**config.mk**
```make
export PLATFORM = sky130hd
export DESIGN_NAME = bit_order_serializer
export DESIGN_NICKNAME = d
export VERILOG_FILES = /design/src/rtl/bit_order_serializer.sv
export SDC_FILE = /design/constraint.sdc
export NUM_CORES = 1
export LEC_CHECK = 0
export CAP_MARGIN = 25
export CORE_ASPECT_RATIO = 0.6
export CORE_MARGIN = 2
export CORE_UTILIZATION = 55
export CTS_CLUSTER_SIZE = 14
export DETAILED_ROUTE_END_ITERATION = 10
export DONT_BUFFER_PORTS = 1
export PLACE_DENSITY = 0.75
export SKIP_LAST_GASP = 1
export SLEW_MARGIN = 20
export SYNTH_ARGS = -nofsm -noshare
export SYNTH_HDL_FRONTEND = slang
export SYNTH_SLANG_ARGS = --single-unit
```
**constraint.sdc**
```tcl
create_clock -name clk -period 3.3 [get_ports clk]
set_input_delay 0.33 -clock clk [delete_from_list [all_inputs] [get_ports clk]]
set_output_delay 0.33 -clock clk [all_outputs]
set_load 0.03 [all_outputs]
```
**src/rtl/bit_order_serializer.sv**
```systemverilog
// bit_order_serializer
//   Parallel-to-serial transmitter. Accepts a DATA_WIDTH-bit word on a
//   valid/ready handshake and emits it one bit per accepted beat, MSB-first
//   or LSB-first as selected per word. LSB-first words are bit-reversed at
//   load time so the serial path always shifts out of the top bit.
//
// Ports
//   clk         clock, rising-edge
//   reset       asynchronous, active-high reset
//   din         parallel word to transmit
//   din_valid   din / lsb_first valid this cycle
//   din_ready   block can accept a word this cycle
//   lsb_first   1 = bit 0 first, 0 = bit DATA_WIDTH-1 first (sampled at accept)
//   dout        current serial bit
//   dout_valid  dout is a valid beat
//   dout_last   current beat is the final bit of the word
//   dout_ready  sink accepts the current beat this cycle
module bit_order_serializer #(
  parameter int DATA_WIDTH = 32
) (
  input  logic                  clk,
  input  logic                  reset,
  input  logic [DATA_WIDTH-1:0] din,
  input  logic                  din_valid,
  output logic                  din_ready,
  input  logic                  lsb_first,
  output logic                  dout,
  output logic                  dout_valid,
  output logic                  dout_last,
  input  logic                  dout_ready
);

  localparam int CW = $clog2(DATA_WIDTH);

  typedef enum logic {
    IDLE  = 1'b0,
    SHIFT = 1'b1
  } state_t;

  state_t                state;
  logic [DATA_WIDTH-1:0] sreg;
  logic [CW-1:0]         cnt;
  logic [DATA_WIDTH-1:0] din_rev;
  logic                  word_acc;
  logic                  beat_acc;

  always_comb begin
    din_rev = '0;
    for (int unsigned i = 0; i < DATA_WIDTH; i++) begin
      din_rev[i] = din[DATA_WIDTH-1-i];
    end
  end

  // Outputs depend only on registered state so nothing from din leaks through.
  assign dout       = (state == SHIFT) && sreg[DATA_WIDTH-1];
  assign dout_valid = (state == SHIFT);
  assign dout_last  = (state == SHIFT) && (cnt == CW'(DATA_WIDTH-1));

  // Combinational from dout_ready so a new word can load on the last-beat
  // edge, giving gapless back-to-back words.
  assign din_ready = !reset && ((state == IDLE) || (dout_last && dout_ready));

  assign word_acc = din_valid && din_ready;
  assign beat_acc = dout_valid && dout_ready;

  always_ff @(posedge clk or posedge reset) begin
    if (reset) begin
      state <= IDLE;
      sreg  <= '0;
      cnt   <= '0;
    end else if (word_acc) begin
      // In SHIFT this only happens on the last-beat accept, so loading here
      // also retires the finishing word.
      sreg  <= lsb_first ? din_rev : din;
      cnt   <= '0;
      state <= SHIFT;
    end else if (beat_acc) begin
      cnt <= cnt + CW'(1);
      if (dout_last) begin
        state <= IDLE;
        sreg  <= '0;
      end else begin
        sreg <= {sreg[DATA_WIDTH-2:0], 1'b0};
      end
    end
  end

endmodule

```
# Yosys cells after proc, flatten, opt, wreduce, memory -nomap -nowiden
# Index checks and enable logic that the tools add are counted.
[op_classes]
addsub = 1
n_eq_ne = 1
mux = 9
n_bitwise = 1
n_reduce_logical = 11
[op_table]
columns = ["operator", "count"]
rows = [
  ["32-bit 2-to-1 mux", 4],
  ["5-bit 2-to-1 mux", 2],
  ["1-bit logical AND", 6],
  ["5-bit by 1-bit adder with 5-bit output (second input constant)", 1],
  ["5-bit equality test (second input constant)", 1],
  ["2-bit nonzero test", 2],
  ["1-bit 2-to-1 mux", 3],
  ["2-bit AND reduction", 1],
  ["1-bit logical NOT", 1],
  ["1-bit logical OR", 1],
  ["1-bit inverter", 1],
]
[word_totals]
regBits = 38
out_inout_bits = 4

# Longest topological paths before layout
# Gate-level depths: netlist of the first run.
[depth]
ltp_word = 8
mapped_depth = 8

# Worst setup path after synthesis of the first run
# Ideal clock, no wire load.
[synth_path]
kind = "register to output"
startpoint = "register cnt[0]"
endpoint = "output port din_ready"
t_arrival_ps = 1648
slack_ps = 1322
stages_incl_launch_ff = 8
path_cell_list = "dfrtp_1 > ha_1 > and3_1 > ha_1 > buf_2 > a21boi_4 > buf_6 > nor2_1"
[synth_between]
elab_chain_cells = 5
[synth_rtl]
columns = ["element", "line", "rtl"]
rows = [
  ["from (decl)", "42", "logic [CW-1:0] cnt;"],
  ["from (signal assigned)", "78", "cnt <= cnt + CW'(1);"],
  ["5-bit equality test", "57", "assign dout_last = (state == SHIFT) && (cnt == CW'(DATA_WIDTH-1));"],
  ["1-bit logical AND", "57", ""],
  ["1-bit logical AND", "61", "assign din_ready = !reset && ((state == IDLE) || (dout_last && dout_ready));"],
  ["1-bit logical OR", "61", ""],
  ["1-bit logical AND", "61", ""],
  ["to (decl)", "25", "output logic din_ready,"],
]
# No other way between the ends.

# Worst setup path after layout of the first run
# Same ends and word-level chain as after synthesis.

==> results of run 1 <==
[logic make-up (layout without fill, tap and decap cells)]
group / Yosys count / count (layout)
and+or+nand+nor: 51 / 51
muxes: 39 / 39
DFF: 38 / 38
AOI/OAI and AO/OA: 37 / 37
buffers and inverters: 19 / 11
adders and majority gates: 2 / 2
xor gates and xnor gates: 2 / 2
[cell usage in the layout, fill, tap and decap left out, types with 3 or more instances in the layout]
cell      count
clkbuf_8      6
a21oi_1       9
dfrtp_1      38
and4b_1       6
mux2i_1      39
nor2_1        3
a221o_1      25
nor3_1       25
and2_1        3
nand2_1       6
[layout make-up]
type / count / area, sq um
multi-input combinational: 131 / 1060
fill: 316 / 1520
sequential: 38 / 951
clock buffer: 7 / 86.3
timing repair buffer: 2 / 15.0
inverter: 1 / 3.75
clock inverter: 1 / 5.00
tap: 47 / 58.8
[path summary, 6_finish.rpt]
path | start | to | slack, ns
max in group asynchronous | reset | sreg[30] | 2.92
worst min-delay path | reset | sreg[15] | 0.04
worst max register to register | cnt[0] | sreg[25] | 0.86
min in group clk | din[30] | sreg[30] | 0.27
worst min register to register | sreg[23] | sreg[24] | 0.51
worst max-delay path | cnt[0] | din_ready | 0.57
[per-layer routing]
metal,global-route usage [%],wire (um)
met1,31.4,2190
met2,31.8,1980
met3,6.14,348
met4,11.6,87
met5,0,0
[where the power goes]
group	internal, mW	switching, mW
combinational	0.146	0.137
sequential	0.594	0.0943
clock	0.169	0.160
[worst reg2reg max path: stages (launching register included)]
cell      delay, ns
dfrtp_1        0.42
ha_1           0.23
and3_1         0.18
ha_1           0.31
a21boi_4       0.65
nor2_2         0.32
mux2i_1        0.20
[sequential cells by signal, summed over array words and instances (netlist names)]
register    flops
cnt             5
sreg           32
dout_valid      1
==> impl_metrics.yaml, run 1 <==
synthesis:
  netlist_area_sq_mm: 0.00215
  synth_fa_ha_area_share_pct: 1.16
  synth.area.mux_share_pct: 18.1
  yosys_warnings: 0
  synth_top_family_by_area: "multiplexers"
  synthCells: 188
  avgSynthCellArea_sq_um: 11.4
  yosysUniqueCellTypes: 26
  synth_area_leaders: "dfrtp_1 44%, mux2i_1 18%, a221o_1 12%, nor3_1 5.8%, buf_6 3.1%"
  synth_top_area_share_pct: 44.2
  synth_commonest_cells: "39 x mux2i_1, 38 x dfrtp_1, 25 x a221o_1, 25 x nor3_1, 9 x a21oi_1"
  synth-seq-area-share_pct: 44.2
  async_reset_ff_share_pct: 100
  synth_area_leader_cell: "dfrtp_1"
  synth_xor_area_share_pct: 0.814
  synth_compound_area_share_pct: 15.5
  yosysMostFrequentCell: "mux2i_1"
  ys_ff_latch: 38
  synth_flop_cell: "dfrtp_1"
  synthSimpleGateAreaFrac_pct: 13.6
  syn-num-nets: 227
  synth_edf_count: 0
route:
  ant_nets: 0
  finalWirelength_um: 4610
  drcViolationCount: 0
  via_per_inst: 6.74
  drt_iter0_drc: 154
  avgRoutedWirePerCell_um: 20.3
  firstDrtPassIters: 4
  vias: 1531
sta:
  rsz0062_at_grt: "false"
  maxSlewViolCount: 0
  whs_ns: 0.0363
  fmax_mhz: 367
  setup_ws_ns: 0.572
  hold_violations: 0
  period_share_pct: 82.7
  setup_viol: 0
  tightest_slew_ns: 0.745
  maxSlewHeadroom_pct: 50.2
  min_period_ns: 2.73
  setup_tns_ns: 0
  finalClockSkew_ns: 0.00601
placement:
  gp_congestion: 0.746
  port_buffers: 0
  dp_slack_ns: 0.881
  placedCellCount: 219
  hpwl_um: 3170
  placed_area_sq_mm: 0.00209
finish:
  final_util_pct: 58.9
  antenna_cells: 0
  fin_cells: 227
  layout-drive-gt1-share_pct: 7.78
  nNetsFinal: 218
  area_growth_pct: 1.28
  post-route-cell-area_sq_mm: 0.00218
power_and_ir_drop:
  max-vdd-ir-drop_mv: 0.313
  leakage_nw: 1.01
  powerDensity_mw_per_mm2: 597
  power.total_mw: 1.30
min_path:
  hold_class: "in -> async"
clocking:
  cts_resized: 0
  clkTransAtPathRegs_ns: 0.08
  cts_tree: "done"
  cts_root_buf: "clkbuf_8"
  htree_num_levels: 2
  post_cts_buffers: 0
  clockBufferDepth: 2
  numClockSinks: 38
  ctsHoldBuffers: 0
  clk_latency_ns: 0.29
  cts_buffers: 5
setup_path:
  cpPeakStageDelay_ns: 0.65
  crit_cells: 5
  cp_cell_sequence: "ha_1 > and3_1 > ha_1 > a21boi_4 > nor2_1"
  slowest_stage: "a21boi_4"
  cpMostUsedCell: "ha_1"
  required_ns: 2.97
  cp-start-kind: "flip-flop"
  reg2reg_depth: 6
  path_buf_inv: 0
  critPathTopFamily: "compound AO/OA/AOI/OAI gates"
  worst-setup-path-type: "reg -> out"
  endpoint_kind: "output port"
  arrival_ns: 2.40
  worst-path-max-fanout: 28
run_status:
  status: "complete, no violations"
die:
  ios: 41
  die_x_um: 84.8
  dieHeight_um: 52.5
  start_util_pct: 58.1
  rows: 17
  dieArea_sq_mm: 0.00445
  core-area_sq_mm: 0.00370
grt:
  overflow: 0
  grt_max_degree: 39
  grt_pass1_wl_um: 7390
  grt_antenna_before_repair: 0
  track_usage_pct: 22.4
  first_global_vias: 1494
flow_run:
  maxCapViolations: 0
No activity file was read; power rests on OpenSTA's default activity.
==> inputs of run 2 (changes only) <==
Settings changed: PLACE_DENSITY 0.75 to 0.78.
Clock period 3.3 ns to 2.5 ns, I/O delays scaled along.
==> run 2 against run 1 <==
  * Combinational power rose by 37%
  * Flip-flop and latch count did not move
  * Wire length decreased by 1.2%
  * First-iteration DRC count decreased by 31%
  * Die area is the same
  * Utilization rose by 1.7 points
  * Highest routed layer unchanged
==> impl_metrics.yaml, run 2 (synthesized netlist as in run 1, its figures left out) <==
run_status:
  status: "complete, no violations"
sta:
  finalClockSkew_ns: 0.00405
  maxSlewHeadroom_pct: 62.9
  hold_violations: 0
  whs_ns: 0.165
  min_period_ns: 2.21
  period_share_pct: 88.3
  rsz0062_at_grt: "false"
  fmax_mhz: 453
  tightest_slew_ns: 0.554
  setup_tns_ns: 0
  maxSlewViolCount: 0
  setup_viol: 0
power_and_ir_drop:
  power.switching_mw: 0.520
  p_sw_share_pct: 28.9
  clkPwrFrac_pct: 28.4
  comb_power_share_pct: 21.5
  powerDensity_mw_per_mm2: 803
  p_seq_share_pct: 50.1
  leakage_nw: 1.04
  p_int_mw: 1.28
  max-vdd-ir-drop_mv: 0.476
grt:
  first_global_vias: 1456
  grt_max_degree: 39
  track_usage_pct: 21.8
  grt_antenna_before_repair: 0
  grt_pass1_wl_um: 7180
  overflow: 0
clocking:
  clk_latency_ns: 0.30
  cts_resized: 0
  numClockSinks: 38
  cts_buffers: 5
  clkTransAtPathRegs_ns: 0.07
  clockBufferDepth: 2
  cts_root_buf: "clkbuf_8"
  post_cts_buffers: 0
  htree_num_levels: 2
  cts_tree: "done"
finish:
  final-seq-area_sq_um: 951
  final_common_cell: "mux2i_1"
  regMostFlops: "sreg"
  area_growth_pct: 4.19
  final_cell_mix: "39 x mux2i_1, 38 x dfrtp_1, 25 x nor3_1, 25 x a221o_1, 9 x a21oi_1"
  nNetsFinal: 223
  fin_cells: 232
  antenna_cells: 0
  multiInputGateArea_sq_mm: 0.00106
  fillCellCount: 305
  largest_reg_flops: 32
  layout-drive-gt1-share_pct: 9.19
setup_path:
  cp-start-kind: "flip-flop"
  worst-path-max-fanout: 9
  worst-setup-path-type: "reg -> out"
  required_ns: 2.25
  endpoint_kind: "output port"
  arrival_ns: 1.96
die:
  ios: 41
  dieHeight_um: 52.5
  start_util_pct: 58.1
  dieArea_sq_mm: 0.00445
  rows: 17
  die_x_um: 84.8
  core-area_sq_mm: 0.00370
route:
  via_per_inst: 6.66
  drt_iter0_drc: 107
  finalWirelength_um: 4560
  drcViolationCount: 0
  firstDrtPassIters: 4
  ant_nets: 0
  vias: 1545
  avgRoutedWirePerCell_um: 19.6
placement:
  placedCellCount: 222
  gp_congestion: 0.781
  hpwl_um: 3190
  port_buffers: 0
min_path:
  hold_class: "in -> reg"
flow_run:
  maxCapViolations: 0
==> run 2: cell count changes in the layout (fill, tap and decap cells not counted) <==
cell           change
buf_4              +3
clkbuf_8           -1
clkinv_2           -1
dlygate4sd3_1      +1
buf_8              +1
clkbuf_1           +1
bufinv_16          +1
==> run 2: worst max-delay path, stage by stage (launching register included) <==
cell	delay [ns]
dfrtp_1	0.40
ha_1	0.18
and3_1	0.16
ha_1	0.34
a21boi_4	0.13
nor2_1	0.45
==> run 2: repair_timing <==
item / 4_1_cts / 5_1_grt
endpoints found under the hold margin: 38 / 0
endpoints found under the setup margin: 0 / 0
hold buffers: 1 / 0
==> run 2: final timing paths <==
check                               from         to  slack [ns]  cells after the start
worst max-delay path              cnt[0]  din_ready        0.29                      5
worst min-delay path              din[0]    sreg[0]        0.17                      2
worst max register to register    cnt[0]    sreg[9]        0.31                      7
worst min register to register  sreg[23]   sreg[24]        0.51                      1
max in group asynchronous          reset   sreg[31]        1.66                      3
min in group asynchronous          reset   sreg[16]        0.51                      3
==> run 2: area by class of cell <==
cell class                      instances  share of cell area, %
Clock buffer                            7                   3.40
Clock inverter                          1                   1.34
Inverter                                1                  0.167
Multi-Input combinational cell        131                   47.3
Sequential cell                        38                   42.4
Tap cell                               47                   2.62
Timing Repair Buffer                    7                   2.79
==> run 2: power by group through the flow <==
| stage | clock network [mW] | registers, mW | logic, mW |
|---|---|---|---|
| floorplan | 0 | 0.868 | 0.348 |
| global route | 0.540 | 0.917 | 0.423 |
| finish | 0.512 | 0.902 | 0.387 |
| detailed placement | 0 | 0.902 | 0.385 |
| global placement | 0 | 0.894 | 0.358 |
| CTS | 0.516 | 0.896 | 0.384 |
==> run 2: layer usage <==
layer / vias to the layer above / global-route usage [%] / wire length, um
met1: 779 / 30.9 / 2250
met3: 7 / 6.30 / 252
li1: 714 / - / -
met4: 0 / 8.47 / 55
met2: 45 / 31.9 / 2000
met5: - / 0 / 0
==> run 2: metrics by stage <==
stage	cell area, sq um	util, %	worst slack [ns]	power (mW)
floorplan	2150	-	0.559	1.22
global placement	2110	57.0	0.337	1.25
detailed placement	2110	57.0	0.228	1.29
CTS	2230	60.2	0.209	1.80
global route	2240	60.6	0.153	1.88
finish	2240	60.6	0.292	1.80
==> inputs of run 3 (changes only) <==
Settings changed: CORE_MARGIN 2 to 1.5.
==> run 3 against run 2 <==
  * Utilization down 1.1 points
  * Via count down 2.7%
  * Non-clock buffer count down 1
  * Register-to-register slack worse by 0.11 ns
  * Total power down 7.8%
  * Sequential share of layout area up 0.82 points
  * Combinational power down 3%
  * Clock power down 25%
  * Critical endpoint is now sreg[5]
  * Clock skew up 0.0011 ns
  * Worst hold slack better by 0.021 ns
  * Sequential power about the same
  * Die area down 3.1%
  * Highest routed layer unchanged
==> impl_metrics.yaml, run 3 (synthesized netlist as in run 1, its figures left out) <==
power_and_ir_drop:
  leakage_nw: 1.03
  power.switching_mw: 0.494
  max-vdd-ir-drop_mv: 0.375
  powerDensity_mw_per_mm2: 755
  p_sw_share_pct: 29.7
  p_seq_share_pct: 54.2
  p_int_mw: 1.17
  comb_power_share_pct: 22.6
  clkPwrFrac_pct: 23.3
sta:
  fmax_mhz: 435
  setup_tns_ns: 0
  maxSlewViolCount: 0
  min_period_ns: 2.30
  hold_violations: 0
  setup_viol: 0
  rsz0062_at_grt: "false"
  setup_ws_ns: 0.202
  maxSlewHeadroom_pct: 33.9
  period_share_pct: 91.9
  tightest_slew_ns: 0.991
  finalClockSkew_ns: 0.00513
clocking:
  numClockSinks: 38
  htree_num_levels: 2
  cts_buffers: 5
  cts_root_buf: "clkbuf_8"
  clockBufferDepth: 2
  clkTransAtPathRegs_ns: 0.07
  cts_resized: 0
  cts_tree: "done"
  post_cts_buffers: 0
  clk_latency_ns: 0.28
grt:
  first_global_vias: 1488
  grt_pass1_wl_um: 7070
  track_usage_pct: 21.4
  overflow: 0
  grt_antenna_before_repair: 0
  grt_max_degree: 39
placement:
  port_buffers: 0
  hpwl_um: 3100
  dp_slack_ns: 0.221
  placed_area_sq_mm: 0.00211
  gp_congestion: 0.809
setup_path:
  cpPeakStageDelay_ns: 0.81
  ff2ff_setup_slack_ns: 0.20
  crit_path_start: "cnt[0]"
  arrival_ns: 2.51
  required_ns: 2.71
  slowest_stage: "nor2_2"
  cpMostUsedCell: "ha_1"
  r2r_start: "cnt[0]"
  critPathCapture: "sreg[5]"
  worst-setup-path-type: "reg -> reg"
  cp_cell_sequence: "ha_1 > and3_1 > ha_1 > nor2_2 > a221o_1"
  r2r_end: "sreg[5]"
  reg2reg_depth: 5
  cp-start-kind: "flip-flop"
  endpoint_kind: "flip-flop"
  worst-path-max-fanout: 25
die:
  dieArea_sq_mm: 0.00431
  core-area_sq_mm: 0.00370
  dieHeight_um: 51.5
  ios: 41
  die_x_um: 83.8
  start_util_pct: 58.1
  rows: 17
finish:
  layout-drive-gt1-share_pct: 9.29
  nNetsFinal: 222
  area_growth_pct: 2.21
  final_cell_mix: "39 x mux2i_1, 38 x dfrtp_1, 25 x nor3_1, 25 x a221o_1, 9 x a21oi_1"
  antenna_cells: 0
  final_util_pct: 59.4
  post-route-cell-area_sq_mm: 0.00220
  regMostFlops: "sreg"
  final_common_cell: "mux2i_1"
  largest_reg_flops: 32
route:
  finalWirelength_um: 4430
  drcViolationCount: 0
  avgRoutedWirePerCell_um: 19.2
  drt_iter0_drc: 83
  via_per_inst: 6.53
  ant_nets: 0
  vias: 1503
  firstDrtPassIters: 4
run_status:
  status: "complete, no violations"
flow_run:
  maxCapViolations: 0
min_path:
  hold_class: "in -> reg"
==> run 3: cell count changes in the layout (fill, tap and decap cells not counted) <==
cell	change
clkbuf_1	-2
clkinv_2	+2
buf_8	-1
bufinv_16	-1
==> run 3: power groups by stage <==
stage          clock (mW)  combinational [mW]  sequential, mW
2_1_floorplan           0               0.348           0.868
3_3_place_gp            0               0.360           0.897
3_5_place_dp            0               0.377           0.902
4_1_cts             0.398               0.378           0.896
5_1_grt             0.427               0.417           0.913
6_report            0.386               0.375           0.899
==> run 3: worst max-delay path: cells and delay by family (launching register included) <==
family | cells | cell delay (ns)
AOI/OAI and AO/OA | 1 | 0.29
adders and majority gates | 2 | 0.52
DFF | 1 | 0.41
and+or+nand+nor | 2 | 1.00
==> run 3: area by class of cell <==
type	count	area, sq um
Sequential cell	38	951
Clock inverter	2	10.0
Multi-Input combinational cell	131	1060
Clock buffer	5	68.8
Inverter	1	3.75
Tap cell	47	58.8
Fill cell	306	1500
Timing Repair Buffer	6	47.5
==> run 3: worst min path at each step <==
stage | from | end | slack (ns) | depth (start not counted)
floorplan | reset | cnt[0] | 0.44 | 1
global placement | reset | sreg[31] | 0.27 | 2
detailed placement | reset | sreg[31] | 0.28 | 2
CTS | din[30] | sreg[30] | 0.19 | 2
global route | din[22] | sreg[22] | 0.20 | 2
finish | din[30] | sreg[30] | 0.19 | 2
==> run 3: timing repair <==
action                                  in CTS  in global routing
hold buffers                                 1                  0
endpoints found under the hold margin       38                  0
endpoints found under the setup margin       0                  0
==> run 3: metrics by stage <==
step	total power [mW]	hold WS, ns	instances
final	1.66	0.186	230
after global routing	1.76	0.198	230
after CTS	1.67	0.185	230
after detailed placement	1.28	0.282	222
after global placement	1.26	0.271	222
after floorplan	1.22	0.442	188
==> run 3: routing by layer <==
| metal | part of all wire, % | track usage [%] | vias up |
|---|---|---|---|
| met5 | 0 | 0 | - |
| met4 | 0.56 | 6.56 | 0 |
| met3 | 5.9 | 5.17 | 2 |
| met2 | 45 | 31.3 | 53 |
| met1 | 48 | 31.6 | 734 |
| li1 | - | - | 714 |
